File: src/rtl/fetch_queue.sv
// Fetch stage: owns the PC, fetches one word per cycle into a DEPTH-entry queue,
// and presents the oldest queued instruction to decode.
module fetch_queue #(
  parameter int unsigned DEPTH        = 4,
  parameter logic [31:0] RESET_VECTOR = 32'h0000_0000,
  parameter logic [31:0] TRAP_VECTOR  = 32'h0000_0100
) (
  input  logic                         clock,
  input  logic                         reset,
  input  logic                         controlReset,
  input  logic                         branchValid,
  input  logic [31:0]                  branchData,
  input  logic                         branchPredictValid,
  input  logic [31:0]                  branchPredictData,
  output logic [31:0]                  instructionAddress,
  output logic                         instructionRequest,
  input  logic                         instructionDataValid,
  input  logic [31:0]                  instructionData,
  input  logic                         decodeStall,
  input  logic                         decodeFlush,
  output logic                         outValid,
  output logic [31:0]                  outInstruction,
  output logic [31:0]                  outProgramCounter,
  output logic [31:0]                  outProgramCounterPlus4,
  output logic                         outPredictedTaken,
  output logic [$clog2(DEPTH+1)-1:0]   occupancy
);
  localparam int unsigned PW = $clog2(DEPTH);
  localparam int unsigned CW = $clog2(DEPTH + 1);
  localparam logic [CW-1:0] FULL_CNT = CW'(DEPTH);

  typedef struct packed {
    logic [31:0] instruction;
    logic [31:0] pc;
    logic [31:0] pcPlus4;
    logic        predictedTaken;
  } entry_t;

  entry_t          mem [DEPTH];
  entry_t          head;
  logic [31:0]     pc;
  logic [31:0]     pcPlus4;
  logic [PW-1:0]   rdPtr, wrPtr;
  logic [CW-1:0]   count;
  logic            full, empty, discard, push, pop;

  assign pcPlus4 = pc + 32'd4;
  assign full    = (count == FULL_CNT);
  assign empty   = (count == '0);

  // Redirect or flush kills both the in-flight fetch and any dequeue this cycle.
  assign discard            = branchValid || decodeFlush;
  assign instructionRequest = !full && !reset && !controlReset;
  assign push               = instructionRequest && instructionDataValid && !discard;
  assign pop                = !empty && !decodeStall && !discard && !reset && !controlReset;

  assign instructionAddress = pc;

  always_ff @(posedge clock) begin
    if (reset) begin
      pc    <= RESET_VECTOR;
      count <= '0;
      rdPtr <= '0;
      wrPtr <= '0;
    end else if (controlReset) begin
      pc    <= TRAP_VECTOR;
      count <= '0;
      rdPtr <= '0;
      wrPtr <= '0;
    end else if (branchValid) begin
      pc    <= branchData;
      count <= '0;
      rdPtr <= '0;
      wrPtr <= '0;
    end else if (decodeFlush) begin
      count <= '0;
      rdPtr <= '0;
      wrPtr <= '0;
    end else begin
      if (push) begin
        wrPtr <= wrPtr + PW'(1);
        pc    <= branchPredictValid ? branchPredictData : pcPlus4;
      end
      if (pop) rdPtr <= rdPtr + PW'(1);
      case ({push, pop})
        2'b10:   count <= count + CW'(1);
        2'b01:   count <= count - CW'(1);
        default: count <= count;
      endcase
    end
  end

  // Payload storage carries no reset; stale entries are never visible because outValid gates them.
  always_ff @(posedge clock) begin
    if (push) mem[wrPtr] <= '{instruction:    instructionData,
                              pc:             pc,
                              pcPlus4:        pcPlus4,
                              predictedTaken: branchPredictValid};
  end

  assign head                   = mem[rdPtr];
  assign outValid               = !empty;
  assign outInstruction         = head.instruction;
  assign outProgramCounter      = head.pc;
  assign outProgramCounterPlus4 = head.pcPlus4;
  assign outPredictedTaken      = head.predictedTaken;
  assign occupancy              = count;

endmodule

File: config.mk
export PLATFORM = sky130hd
export DESIGN_NAME = fetch_queue
export DESIGN_NICKNAME = d
export VERILOG_FILES = /design/src/rtl/fetch_queue.sv
export SDC_FILE = /design/constraint.sdc
export NUM_CORES = 1
export LEC_CHECK = 0
export ABC_AREA = 1
export CAP_MARGIN = 20
export CORE_ASPECT_RATIO = 0.7
export CORE_MARGIN = 5
export CORE_UTILIZATION = 45
export DETAILED_ROUTE_END_ITERATION = 16
export GPL_ROUTABILITY_DRIVEN = 0
export GPL_TIMING_DRIVEN = 1
export HOLD_SLACK_MARGIN = 0.05
export PLACE_DENSITY = 0.68
export SLEW_MARGIN = 20
export SYNTH_ARGS = -nofsm -noshare
export SYNTH_HDL_FRONTEND = slang
export SYNTH_SLANG_ARGS = --single-unit
File: constraint.sdc
create_clock -name clock -period 12.49 [get_ports clock]
set_input_delay 2.498 -clock clock [delete_from_list [all_inputs] [get_ports clock]]
set_output_delay 2.498 -clock clock [all_outputs]
set_load 0.01 [all_outputs]
Yosys cells after proc, flatten, opt, wreduce, memory -nomap -nowiden
Memory sizes are Yosys's and may differ from the RTL's. A register that Yosys moved wholly into a read port is not among the register bits.
Index checks and enable logic that the tools add are counted.
{ "op_classes": {"addsub": 5, "n_eq_ne": 5, "mux": 10, "n_reduce_logical": 23} }
{ "op_table": {"columns": ["operator", "count"], "rows": [
  ["32-bit 2-to-1 mux", 4],
  ["32-bit by 3-bit adder with 32-bit output, second input constant", 1],
  ["9-bit 2-to-1 mux", 1],
  ["1-bit logical AND", 8],
  ["1-bit logical NOT", 6],
  ["3-bit one-hot mux with 2 select lines", 1],
  ["2-bit by 1-bit adder with 2-bit output, second input constant", 2],
  ["2-bit 2-to-1 mux", 2],
  ["2-bit AND reduction", 2],
  ["2-bit nonzero test", 2],
  ["4-bit OR reduction", 1],
  ["3-bit by 1-bit adder with 3-bit output, second input constant", 1],
  ["3-bit == test, second input constant", 1],
  ["3-bit logical NOT", 1],
  ["3-bit != test, second input constant", 1],
  ["3-bit nonzero test", 1],
  ["3-bit by 1-bit subtractor with 3-bit output, second input constant", 1],
  ["2-bit by 1-bit == test with 1-bit output, second input constant", 1],
  ["2-bit == test, second input constant", 1],
  ["1-bit 2-to-1 mux", 2],
  ["2-bit != test, second input constant", 1],
  ["2-bit OR reduction", 1],
  ["1-bit logical OR", 1]
]} }
{ "totals": {"register_bits": 39, "ramBits": 388, "input_bits": 104, "output_inout_bits": 134, "word_cells": 49, "n_memories": 1} }
{ "memory_table": {"columns": ["memory", "depth", "width", "rd", "rd_ports_with_merged_regs", "write_ports", "line", "text"], "rows": [
  ["mem", 4, 97, 1, 1, 1, "39", "entry_t mem [DEPTH];"]
]} }

Logic depth before layout (Yosys ltp)
Gate-level depths: netlist (run 1).
{ "logic_depth": {"ltp_word": 10, "depth_mapped": 12, "ltp_nobuf": 12} }

Worst setup path before layout (run 1)
No wires, ideal clock.
{ "synth_path": {"path_kind": "in2reg", "start": "input port reset", "end": "memory mem[0][0] (netlist name) (enable)", "setup_ns": 0.550, "arrival_time_ns": 6.959, "required_ns": 11.940, "slack_ns": 4.982, "stages": 5, "n_path_buf": 0, "cell_sequence": "nor2_4 > nand3_1 > inv_1 > nand2_1 > nor2_1"} }
{ "synth_between": {"elab_chain_len": 7} }
{ "synth_rtl": {"columns": ["element", "line", "text"], "rows": [
  ["start: declaration", "9", "input logic reset,"],
  ["1-bit logical NOT", "53", "assign instructionRequest = !full && !reset && !controlReset;"],
  ["1-bit logical AND (2 in a row)", "53", null],
  ["1-bit logical AND (2 in a row)", "54", "assign push = instructionRequest && instructionDataValid && !discard;"],
  ["1-bit 2-to-1 mux", "95", "if (push) mem[wrPtr] <= '{instruction: instructionData,"],
  ["1-bit 2-to-1 mux (implied by the code)", "95", null],
  ["end: declaration", "39", null]
]} }
Every way passes these cells.

Final worst setup path (run 1)
{ "layout_path": {"start": "input port reset", "end": "output port instructionRequest"} }
{ "layout_between": {"elab_chain_len": 3} }
{ "layout_rtl": {"columns": ["element", "line", "text"], "rows": [
  ["1-bit logical NOT", "53", null],
  ["1-bit logical AND (2 in a row)", "53", null],
  ["end: declaration", "16", "output logic instructionRequest,"]
]} }
Every way passes these cells.

==> run_results.csv, run 1 <==
group,metric,value,unit
run_status,status,"finished clean",
yosys,synth_top_flop_cell,"edfxtp_1",
detailed_routing,routedWlPerCell,21.1,um
setup_path,crit_top_cell,"clkdlybuf4s50_1",
setup_path,start_kind,"input port",
layout,fin_nets,1699,
yosys,synth_warnings,0,
min_path,min_from,"occupancy[2]$_SDFFE_PP0P_",
setup_path,path_buf_inv,3,
setup_path,worstPathMaxFanout,34,
layout,drive_above_1_share,0.0735,
yosys,synth_edf_count,380,
layout,mostFrequentLayoutCells,"edfxtp_1, nor2_1, clkdlybuf4s50_1, o21ai_0, nand2_1",
yosys,ys_seq_area_frac,0.720,
placed_design,port_buffers,237,
setup_path,slowest_delay,530,ps
power,ir_drop,91.9,uV
yosys,syn_avg_cell_area,12.4,um2
setup_path,cp_data_required_time,9990,ps
yosys,synthMuxAreaShare,0,
grt,grt_usage,0.206,
yosys,synth_nets,1485,
detailed_routing,vias_per_cell,5.48,
timing,period_needed,6670,ps
cts,numCtsBuffers,41,
cts,clkTransAtPathRegs,60,ps
grt,grt_pass1_vias,11259,
yosys,synth_top_family_by_area,"compound AO/OA/AOI/OAI gates",
setup_path,reg2reg_to,"mem[2][75]$_DFFE_PP_",
power,p_clk_frac,0.423,
yosys,synth_compound_area_frac,0.130,
detailed_routing,routed_wl,44500,um
cts,post_cts_resized,0,
layout,mostFrequentLayoutCell,"edfxtp_1",
floorplan,core-area,0.0372,mm2
timing,worstMarginPinSlew,1110,ps
floorplan,die_width,242,um
setup_path,ff2ff_path_depth,8,
power,internal_power,2.29,mW
yosys,synth_fa_ha_area_frac,0.00560,
setup_path,r2r_slack,9130,ps
grt,globalRouteMet3Util,0.0503,
layout,register_area,0.0122,mm2
cts,htreeDepth,2,
layout,diodes,0,
timing,rsz0062_at_grt,"no",
layout,fin_util,0.567,
yosys,netlist_top_cells_area,"edfxtp_1, o21ai_0, nor2_1",
timing,setup_viol,0,
yosys,netlist_instances,1374,
power,pwr-share-seq,0.538,
setup_path,crit_family,"buffers and inverters",
timing,hold_viol,0,
timing,skew,28.7,ps
yosys,ys_ff_latch,421,
detailed_routing,drtIter0Drc,1120,
timing,timing.final.crit_share,0.534,
run,maxCapViolations,0,
timing,max_slew_margin,0.259,
cts,cts_tree,"yes",
grt,grt_max_degree,113,
yosys,synth-xor-area-share,0.0104,
grt,grt-ovfl-total,0,
detailed_routing,vias,11549,
setup_path,crit_type,"in2out",
grt,grt_first_pass_wirelength,68200,um
yosys,async_flop_share,0,
setup_path,worstPathArrival,4170,ps
power,switchingPower,0.595,mW
layout,fillerInstances,3086,
cts,cts_max_path_buffers,3,
timing,fmax,150,MHz
layout,multi_input_area,0.00427,mm2
grt,met1_usage,0.308,
power,p_leak,7.11,nW
detailed_routing,drtPass1Iterations,5,
floorplan,dieArea,0.0418,mm2
detailed_routing,postRouteAntennaNets,0,
power,comb_power_share,0.039,
setup_path,reg2reg_from,"occupancy[1]$_SDFFE_PP0P_",
min_path,min_path_type,"reg2reg",
timing,setup_tns,0,ps
min_path,hold_end,"occupancy[2]$_SDFFE_PP0P_",
cts,post-cts-setup-buffers,0,
yosys,synth_top_cell_by_area,"edfxtp_1",
power,swShare,0.206,
min_path,hold_path_depth,1,
yosys,syn-cell-area,0.0170,mm2
floorplan,row_count,59,
cts,holdBufCountCts,0,
layout,stdcell_count,2108,
cts,numClockSinks,421,
power,p_per_area,137,mW/mm2
layout,syn2layout_area_growth,24.3,%
grt,busiest_layer,"met1",
floorplan,ios,238,
placed_design,hpwl,27600,um
grt,antenna_found_initial,1,
floorplan,die_y,173,um
detailed_routing,drc,0,
cts,root_buffer,"clkbuf_16",
setup_path,path_cells,"clkdlybuf4s50_1 > nor2_4 > buf_4 > and2_1 > clkdlybuf4s50_1",
cts,clk_latency,560,ps
yosys,synthDistinctLibCells,35,
setup_path,cp-end-kind,"output port",
timing,timing.hold.ws,495,ps
setup_path,cp_slowest_cell,"clkdlybuf4s50_1",
floorplan,initial_utilization,0.456,
yosys,synth-simple-area-share,0.104,
grt,use_met2,0.307,
yosys,yosysTopAreaCellShare,0.672,
timing,maxSlewViolCount,0,
placed_design,dp.cells,2033,
-- per-stage QoR --
stage	instance area, um2	setup slack [ps]	total power [mW]
after floorplan	17000	4980	1.62
after global placement	19800	5820	1.69
after detailed placement	19800	5840	1.70
after CTS	21100	5830	2.91
after global routing	21100	5780	2.98
final	21100	5820	2.89
-- power groups by stage --
stage | Clock [mW] | Combinational [mW] | Sequential (mW)
after global routing | 1.31 | 0.120 | 1.55
after global placement | 0 | 0.110 | 1.58
after detailed placement | 0 | 0.112 | 1.58
after CTS | 1.24 | 0.113 | 1.55
final | 1.22 | 0.112 | 1.55
after floorplan | 0 | 0.0382 | 1.58
-- registers in the layout, summed over array words and instances (netlist names), named ones only --
| signal | cells |
|---|---|
| mem | 380 |
| instructionAddress | 30 |
| rdPtr | 2 |
| wrPtr | 2 |
| occupancy | 3 |
-- area by class of cell --
cell class                 instances  share of cell area
tap                              488              0.0289
inverter                          40             0.00735
clock buffer                      52              0.0525
multi-input combinational        830               0.202
clock inverter                    23              0.0104
timing repair buffer             254               0.119
sequential                       421               0.580
-- logic make-up after synthesis --
group / Yosys count
AOI/OAI and AO/OA: 393
adders and majority gates: 7
DFF: 421
xor gates and xnor gates: 15
and+or+nand+nor: 415
buffers and inverters: 123
-- worst max-delay path by stage --
stage	start	to	slack (ps)	cells after the start
2_1_floorplan	reset	mem[0][0]$_DFFE_PP_	4980	5
6_report	reset	instructionRequest	5820	5
3_3_place_gp	reset	instructionRequest	5820	5
3_5_place_dp	reset	instructionRequest	5840	5
5_1_grt	reset	instructionRequest	5780	5
4_1_cts	reset	instructionRequest	5830	5
-- synthesized netlist by cell type (all sizes together), types with 17 or more instances --
| cell | n |
|---|---|
| a22o | 27 |
| buf | 30 |
| nor2 | 268 |
| dfxtp | 41 |
| clkbuf | 53 |
| o22ai | 95 |
| nand2 | 116 |
| o21ai | 224 |
| nand3 | 17 |
| edfxtp | 380 |
| inv | 39 |
| a21oi | 40 |
-- routing by layer --
metal | up-vias | wire, um
met1 | 5613 | 20000
met2 | 446 | 19700
met5 | - | 7
met3 | 63 | 3840
li1 | 5425 | -
met4 | 2 | 986
Note: power is estimated with default switching activity, not from simulation.
==> run 2, diff against run 1 <==
- clock period: 12.49 -> 6.15 ns (I/O delays scaled with it)
==> run_results.csv, run 2 (same netlist as run 1, synthesis figures left out) <==
group,metric,value,unit
grt,grt_pass1_vias,11471,
timing,worstMarginPinSlew,1100,ps
power,internal_power,4.60,mW
floorplan,initial_utilization,0.456,
layout,mostFrequentLayoutCell,"edfxtp_1",
grt,grt-ovfl-total,0,
layout,regMostFlops,"mem",
timing,fmax,228,MHz
power,p_clk_frac,0.412,
min_path,min_path_type,"reg2reg",
cts,cts_tree,"yes",
timing,rsz0062_at_grt,"no",
floorplan,row_count,59,
detailed_routing,vias,11679,
timing,skew,15.8,ps
timing,max_slew_margin,0.269,
timing,timing.final.crit_share,0.714,
timing,setup_viol,0,
timing,period_needed,4390,ps
timing,timing.hold.ws,506,ps
grt,grt_max_degree,135,
grt,grt_usage,0.204,
floorplan,die_width,242,um
cts,root_buffer,"clkbuf_16",
power,comb_power_share,0.039,
detailed_routing,vias_per_cell,5.53,
floorplan,ios,238,
setup_path,worstPathArrival,3160,ps
layout,largest_reg_flops,380,
run,maxCapViolations,0,
cts,clk_latency,530,ps
cts,post-cts-setup-buffers,0,
power,pwr-share-seq,0.549,
detailed_routing,routed_wl,43900,um
cts,numClockSinks,421,
setup_path,cp-end-kind,"output port",
floorplan,dieArea,0.0418,mm2
grt,antenna_found_initial,2,
layout,register_area,0.0122,mm2
detailed_routing,postRouteAntennaNets,0,
setup_path,r2r_slack,3700,ps
power,swShare,0.199,
power,switchingPower,1.14,mW
floorplan,die_y,173,um
placed_design,port_buffers,237,
layout,drive_above_1_share,0.0697,
power,p_per_area,273,mW/mm2
placed_design,hpwl,27700,um
detailed_routing,drtPass1Iterations,5,
setup_path,worstPathMaxFanout,71,
cts,numCtsBuffers,40,
detailed_routing,drtIter0Drc,1389,
setup_path,crit_type,"reg2out",
detailed_routing,routedWlPerCell,20.8,um
power,p_leak,7.09,nW
timing,maxSlewViolCount,0,
run_status,status,"finished clean",
layout,fin_nets,1705,
layout,stdcell_area,0.0211,mm2
cts,post_cts_resized,0,
layout,multi_input_area,0.00427,mm2
power,ir_drop,178,uV
cts,holdBufCountCts,0,
floorplan,core-area,0.0372,mm2
layout,syn2layout_area_growth,24.2,%
detailed_routing,drc,0,
layout,mostFrequentLayoutCells,"edfxtp_1, nor2_1, clkdlybuf4s50_1, o21ai_0, nand2_1",
setup_path,start_kind,"register",
setup_path,cp_data_required_time,4920,ps
layout,fillerInstances,3086,
cts,cts_max_path_buffers,3,
placed_design,placed_cell_area,0.0199,mm2
cts,htreeDepth,2,
grt,grt_first_pass_wirelength,67600,um
timing,hold_viol,0,
cts,clkTransAtPathRegs,60,ps
==> run 2: changes by cell type in the layout (fill, tap and decap cells not counted), sizes merged <==
cell and change:
clkinv -8, buf +7, clkbuf +6, inv -3, diode +1
==> run 2: critical path, cell delays in order, from the launching register on <==
cell and delay [ps]:
dfxtp_4 740, buf_4 680, o21ai_0 210, o22ai_1 330, clkdlybuf4s50_1 600
==> run 2: layer usage <==
metal | share of wire | wire length [um] | up-vias | global-route usage
met5 | 0 | 0 | - | 0
met4 | 0.019 | 849 | 0 | 0.0482
met3 | 0.082 | 3580 | 55 | 0.0406
met2 | 0.46 | 20000 | 482 | 0.315
met1 | 0.44 | 19500 | 5712 | 0.301
li1 | - | - | 5430 | -
==> run 2: area by class of cell <==
type	count	share of cell area
Antenna cell	1	0.000119
Clock buffer	58	0.0522
Clock inverter	12	0.00629
Inverter	40	0.00736
Multi-Input combinational cell	830	0.202
Sequential cell	421	0.580
Tap cell	488	0.0290
Timing Repair Buffer	261	0.122
==> run 2: worst paths after layout <==
| kind | start | to | cells after the start |
|---|---|---|---|
| hold reg to reg | rdPtr[1]$_SDFFE_PP0P_ | rdPtr[1]$_SDFFE_PP0P_ | 1 |
| setup reg to reg | occupancy[0]$_SDFFE_PP0P_ | mem[0][67]$_DFFE_PP_ | 7 |
| setup / recovery | register | outProgramCounterPlus4[14] | 4 |
| hold / removal | rdPtr[1]$_SDFFE_PP0P_ | rdPtr[1]$_SDFFE_PP0P_ | 1 |
==> run 2: stage by stage <==
| stage | util | setup TNS [ps] | power, mW | cells | worst slack (ps) |
|---|---|---|---|---|---|
| 6_report | 0.567 | 0 | 5.75 | 2111 | 1760 |
| 4_1_cts | 0.567 | 0 | 5.79 | 2110 | 1650 |
| 3_5_place_dp | 0.534 | 0 | 3.44 | 2040 | 1980 |
| 3_3_place_gp | 0.534 | 0 | 3.44 | 2040 | 2010 |
| 2_1_floorplan | - | -34320 | 3.29 | 1374 | -90.3 |
| 5_1_grt | 0.567 | 0 | 5.94 | 2111 | 1500 |
==> run 2: power groups by stage <==
stage,Combinational (mW),Clock [mW],Sequential [mW]
2_1_floorplan,0.0775,0,3.21
3_3_place_gp,0.223,0,3.22
3_5_place_dp,0.226,0,3.22
4_1_cts,0.227,2.41,3.16
5_1_grt,0.243,2.53,3.16
6_report,0.226,2.37,3.16
